File: src/rtl/cosine_sequencer_if.sv
// rtl/cosine_sequencer_if.sv - handshake and datapath control bundle for cosine_sequencer
interface cosine_sequencer_if;
    logic       req;
    logic       ack;
    logic       stop;
    logic       done;
    logic [3:0] state;
    logic       busy;
    logic       result_valid;
    logic       result_ready;
    logic       error;

    // master: the sequencer; slave: upstream requester, datapath and result consumer
    modport master (
        input  req, stop, done, result_ready,
        output ack, state, busy, result_valid, error
    );

    modport slave (
        output req, stop, done, result_ready,
        input  ack, state, busy, result_valid, error
    );
endinterface

File: src/rtl/cosine_sequencer.sv
// rtl/cosine_sequencer.sv - control FSM for the cosine/distance datapath with loop watchdog and done check
module cosine_sequencer #(
    parameter int MAX_LOOPS = 16    // must be >= 8, the datapath needs eight ACCUM/REMULT passes
) (
    input  logic               clk,
    input  logic               reset,
    cosine_sequencer_if.master bus
);
    localparam int CW = $clog2(MAX_LOOPS + 1);
    localparam logic [CW-1:0] LOOP_LIMIT = CW'(MAX_LOOPS);

    typedef enum logic [3:0] {
        STANDBY = 4'd0,
        ALERT   = 4'd1,
        START   = 4'd2,
        ACCUM   = 4'd3,
        DIST    = 4'd4,
        REMULT  = 4'd5
    } state_t;

    state_t          state_q;
    state_t          state_next;
    logic [CW-1:0]   loop_count;
    logic [CW-1:0]   loop_inc;
    logic            pending;
    logic            check;
    logic            error_q;
    logic            valid;
    logic            accept;
    logic            timeout;

    assign loop_inc = loop_count + CW'(1);

    // The datapath's Done register is only trusted in the cycle right after DIST,
    // so a stale done=1 outside that window never produces a result.
    assign valid = pending | (check & bus.done);

    always_ff @(posedge clk) begin
        if (reset) begin
            state_q <= STANDBY;
        end else begin
            state_q <= state_next;
        end
    end

    always_comb begin
        state_next = state_q;
        accept     = 1'b0;
        timeout    = 1'b0;
        unique case (state_q)
            STANDBY: begin
                if (bus.req && (!valid || bus.result_ready)) begin
                    accept     = 1'b1;
                    state_next = ALERT;
                end
            end
            ALERT:   state_next = START;
            START:   state_next = ACCUM;
            ACCUM:   state_next = REMULT;
            REMULT: begin
                if (bus.stop) begin
                    state_next = DIST;
                end else if (loop_inc >= LOOP_LIMIT) begin
                    timeout    = 1'b1;
                    state_next = STANDBY;
                end else begin
                    state_next = ACCUM;
                end
            end
            DIST:    state_next = STANDBY;
            default: state_next = STANDBY;
        endcase
    end

    always_ff @(posedge clk) begin
        if (reset) begin
            loop_count <= '0;
            pending    <= 1'b0;
            check      <= 1'b0;
            error_q    <= 1'b0;
        end else begin
            check <= (state_q == DIST);

            if (state_q == START) begin
                loop_count <= '0;
            end else if (state_q == REMULT) begin
                loop_count <= loop_inc;
            end

            if (valid && bus.result_ready) begin
                pending <= 1'b0;
            end else if (check && bus.done) begin
                pending <= 1'b1;
            end

            if (accept) begin
                error_q <= 1'b0;
            end else if (timeout || (check && !bus.done)) begin
                error_q <= 1'b1;
            end
        end
    end

    assign bus.ack          = accept;
    assign bus.state        = state_q;
    assign bus.busy         = (state_q != STANDBY);
    assign bus.result_valid = valid;
    assign bus.error        = error_q | (check & ~bus.done);
endmodule

File: src/flat_wrapper.sv
// flat-port wrapper written by rule: the top's interface ports become plain ports
module cosine_sequencer_flat 
#(
    parameter int MAX_LOOPS = 16                                                                 
)
  (clk, reset, bus_req, bus_stop, bus_done, bus_result_ready, bus_ack, bus_state, bus_busy, bus_result_valid, bus_error);
  cosine_sequencer_if bus_i ();
  input  logic clk;
  input  logic reset;
  input wire logic [$bits(bus_i.req)-1:0] bus_req;
  input wire logic [$bits(bus_i.stop)-1:0] bus_stop;
  input wire logic [$bits(bus_i.done)-1:0] bus_done;
  input wire logic [$bits(bus_i.result_ready)-1:0] bus_result_ready;
  output wire logic [$bits(bus_i.ack)-1:0] bus_ack;
  output wire logic [$bits(bus_i.state)-1:0] bus_state;
  output wire logic [$bits(bus_i.busy)-1:0] bus_busy;
  output wire logic [$bits(bus_i.result_valid)-1:0] bus_result_valid;
  output wire logic [$bits(bus_i.error)-1:0] bus_error;
  assign bus_i.req = bus_req;
  assign bus_i.stop = bus_stop;
  assign bus_i.done = bus_done;
  assign bus_i.result_ready = bus_result_ready;
  assign bus_ack = bus_i.ack;
  assign bus_state = bus_i.state;
  assign bus_busy = bus_i.busy;
  assign bus_result_valid = bus_i.result_valid;
  assign bus_error = bus_i.error;
  cosine_sequencer #(.MAX_LOOPS(MAX_LOOPS)) u_core (.clk(clk), .reset(reset), .bus(bus_i));
endmodule
File: config.mk
export PLATFORM = sky130hd
export DESIGN_NAME = cosine_sequencer_flat
export DESIGN_NICKNAME = d
export VERILOG_FILES = /design/src/rtl/cosine_sequencer_if.sv /design/src/rtl/cosine_sequencer.sv /design/src/flat_wrapper.sv
export SDC_FILE = /design/constraint.sdc
export NUM_CORES = 1
export LEC_CHECK = 0
export ABC_AREA = 1
export BUFFER_PORTS_ARGS = -buffer_cell sky130_fd_sc_hd__buf_2
export CELL_PAD_IN_SITES_DETAIL_PLACEMENT = 0
export CELL_PAD_IN_SITES_GLOBAL_PLACEMENT = 1
export CORE_MARGIN = 5
export CORE_UTILIZATION = 37
export DETAILED_ROUTE_END_ITERATION = 10
export PLACE_DENSITY_LB_ADDON = 0.05
export SLEW_MARGIN = 10
export SYNTH_ARGS = -nofsm -noshare
export SYNTH_HDL_FRONTEND = slang
export SYNTH_SLANG_ARGS = --single-unit
File: constraint.sdc
create_clock -name clk -period 2.2 [get_ports clk]
set_input_delay 0.33 -clock clk [delete_from_list [all_inputs] [get_ports clk]]
set_output_delay 0.33 -clock clk [all_outputs]
set_load 0.01 [all_outputs]
-- After elaboration in Yosys (flattened, before gate mapping)
Index checks and enable logic that the tools add are counted.
- $add $sub $neg: 1
- order comparisons: 1
- equality and inequality tests: 6
- multiplexer cells: 9
- bitwise logic cells: 5
- reduce and logical (&&, ||, !) cells: 13
- operator list (cell ; number):
    $pmux W4 S5 ; 1
    $eq A4 B2 Y1 const B ; 2
    $eq A4 B3 Y1 const B ; 2
    $mux W4 ; 2
    $reduce_or A2 Y1 ; 3
    $add A5 B1 Y5 const B ; 1
    $ge A5 B5 Y1 const B ; 1
    $mux W1 ; 5
    $eq A4 B1 Y1 const B ; 1
    $logic_and A1 B1 Y1 ; 4
    $logic_not A4 Y1 ; 1
    $reduce_bool A4 Y1 ; 1
    $and A1 B1 Y1 ; 2
    $logic_not A1 Y1 ; 2
    $logic_or A1 B1 Y1 ; 2
    $mux W2 ; 1
    $ne A2 B1 Y1 const B ; 1
    $or A1 B1 Y1 ; 2
    $not A1 Y1 ; 1
- register bits after elaboration: 12
- input bits: 6
- logic and storage cells: 40

-- Logic depth before layout (Yosys ltp)
- depth after elaboration: 8
- mapped depth: 7
- depth with buffers taken out: 7

-- Least setup slack after synthesis
Ideal clock, no wire load.
- kind: register -> output
- from: register u_core.state_q[0], in the netlist u_core.bus.state[0]
- to: output bus_ack
- data arrival time: 0.906 ns
- data required time: 1.870 ns
- setup slack: 0.964 ns
- cell stages (with the launch flop): 4
- buffers on the path: 0
- cell sequence: dfxtp_1 nor3_1 nand3_1 inv_1
- longest elaborated chain between the ends: 2
- ends and longest elaborated chain (item ; line ; RTL):
    start, declared ; cosine_sequencer.sv:21 ; state_t state_q;
    start signal, assigned ; cosine_sequencer.sv:42 ; state_q <= state_next;
    $logic_not A4 Y1 ; cosine_sequencer.sv:50 ; unique case (state_q)
    $mux W1 ; cosine_sequencer.sv:50 ;
    end, declared ; flat_wrapper.sv:14 ; output wire logic [$bits(bus_i.ack)-1:0] bus_ack;
Every way passes these cells.

-- Final worst setup path
Same ends and word-level chain as after synthesis.

==> out/metrics.yaml <==
outcome:
  status: "finished clean"
flow_run:
  drv_cap: 0
cells_and_area:
  mostFrequentLayoutCells: "nand2_1 (21), buf_2 (12), dfxtp_1 (11), inv_1 (10), a21oi_1 (9)"
  syn_to_final_growth_pct: 17.36
  layout_commonest_cell: "nand2_1"
  n_antenna_cell: 0
  multiInputGateArea_um2: 295.3
  nFillCells: 168
  finalNetCount: 102
  seqCellArea_um2: 220.2
  final_cell_count_no_fill: 110
  layout-drive-gt1-share_pct: 22.34
timing:
  post-route-period-util_pct: 74.19
  layout_setup_ws_ns: 0.5678
  fmax_ghz: 0.6127
  hold_viol: 0
  finalSetupViolations: 0
  drv_slew: 0
  min_period_ns: 1.632
  tns_ns: 0
  grt_setup_unrepaired: "false"
  skew_ns: 0.007277
global_routing:
  gr-total-overflow: 0
  grt_max_degree: 9
  grt_pass1_vias: 479
  track_usage_pct: 10.51
  antenna_found_initial: 0
  grt_pass1_wl_um: 1959
clocking:
  postCtsHoldBufs: 0
  cts_root_buffer: "clkbuf_4"
  cts_tree: "yes"
  insertion_delay_ns: 0.27
  cts_buffers: 3
  cts_setup_buffers: 0
  clk_pin_slew_ns: 0.07
  cts.repair.resized: 0
  clkSinkCount: 11
  clock_path_buffers: 2
  cts_max_level: 1
synth:
  avgSynthCellArea_um2: 7.206
  async_flop_share_pct: 0
  synth_seq_cells: 11
  synth_nets: 86
  synth_seq_area_share_pct: 38.68
  synthCells: 79
  synth_ff_type: "dfxtp_1"
  synth-edff-count: 0
  yosysUniqueCellTypes: 21
  synth_area_um2: 569.3
  yosys_warnings: 0
detailed_routing:
  drc: 0
  routedWlPerCell_um: 10.16
  via_per_inst: 4.664
  drt_iter0_markers: 17
  vias: 513
  dr.pass1.iters: 3
  routed_wirelength_um: 1118
  ant_nets: 0
floorplan:
  fp.dieH_um: 49.23
  core_area_um2: 1489
  std_cell_rows: 14
  die_w_um: 49.23
  die-area_um2: 2423
  ios: 14
  start_util_pct: 38.24
placement:
  io_buffers: 12
  hpwl_um: 890.8
  preCtsSetupSlack_ns: 0.8579
  gp_congestion: 0.7817
  dp.cells: 106
power:
  p_total_uw: 405.3
  p_leak_nw: 0.3354
  ir_worst_vdd_mv: 0.3230
  powerDensity_nw_per_um2: 606.6
setup_path:
  worstSetupEndpointType: "output pin"
  crit_arrival_ns: 1.30
  cp_slowest_cell: "dfxtp_1"
  path_cells: "nor3_1, nand3_1, inv_1, buf_2"
  path_class: "reg -> out"
  critPathMaxStageDelay_ns: 0.40
  crit_fanout: 8
  required_ns: 1.87
  r2r_setup_slack_ns: 0.95
  critical_path.startpoint_type: "flip-flop"
worst_hold_path:
  hold_path.class: "in -> reg"
power by group:
part,leakage [nW],total (mW),switching [mW],internal [mW]
Combinational,0.231,0.0570,0.0346,0.0224
Clock,0.0150,0.134,0.0639,0.0701
Sequential,0.0890,0.214,0.0101,0.204
Total,0.335,0.405,0.109,0.297
path summary, 6_finish.rpt:
path                                           start                   end  cells past startpoint
worst max-delay path             u_core.bus.state[0]               bus_ack                      4
worst min-delay path                           reset          u_core.check                      2
worst max register to register  u_core.loop_count[0]   u_core.bus.state[1]                      6
worst min register to register  u_core.loop_count[1]  u_core.loop_count[1]                      2
final cells by class:
class                           instances  share of cell area [%]
Clock buffer                            4                   3.933
Timing Repair Buffer                   12                   8.989
Tap cell                               16                   2.996
Multi-Input combinational cell         55                   44.19
Sequential cell                        11                   32.96
Inverter                               12                   6.929
cells in the mapped netlist (2+ instances only):
master / n / area (um2)
nand2_1: 21 / 78.83
dfxtp_1: 11 / 220.2
inv_1: 10 / 37.54
a21oi_1: 9 / 45.04
nor2_1: 6 / 22.52
nand3_1: 5 / 25.02
nand4_1: 2 / 12.51
o21ai_0: 2 / 10.01
metal layers:
metal	vias up	share of wire [%]	global-route usage, %
met1	219	51	13.52
met3	2	6.3	5.505
li1	281	-	-
met2	11	41	14.59
met5	-	0	0
met4	0	1.1	4.036
logic make-up after synthesis:
| family | Yosys count | synth area share [%] |
|---|---|---|
| XOR/XNOR | 1 | 1.539 |
| AO/OA/AOI/OAI | 13 | 12.53 |
| other | 1 | 0.6587 |
| buffers and inverters | 13 | 9.450 |
| adder cells (fa/ha/maj) | 1 | 2.197 |
| AND/OR/NAND/NOR | 39 | 34.94 |
| flip-flops | 11 | 38.68 |
critical path: cells and delay by family (launching register included):
kind          cells  cell delay, ns
simple gates      2            0.46
flops             1            0.40
buf+inv           2            0.19
per-stage QoR:
stage	hold slack (ns)	utilization, %	area [um2]
CTS	0.2748	44.87	668.1
floorplan	0.3991	-	569.3
finish	0.2818	44.87	668.1
global route	0.2957	44.87	668.1
global placement	0.4727	43.11	641.9
detailed placement	0.4905	43.11	641.9
sequential cells by signal, summed over array words and instances, names as in the netlist:
register	flops
u_core.check	1
u_core.error_q	1
u_core.loop_count	5
u_core.bus.state	3
u_core.pending	1
Note: power is estimated with default switching activity, not from simulation.
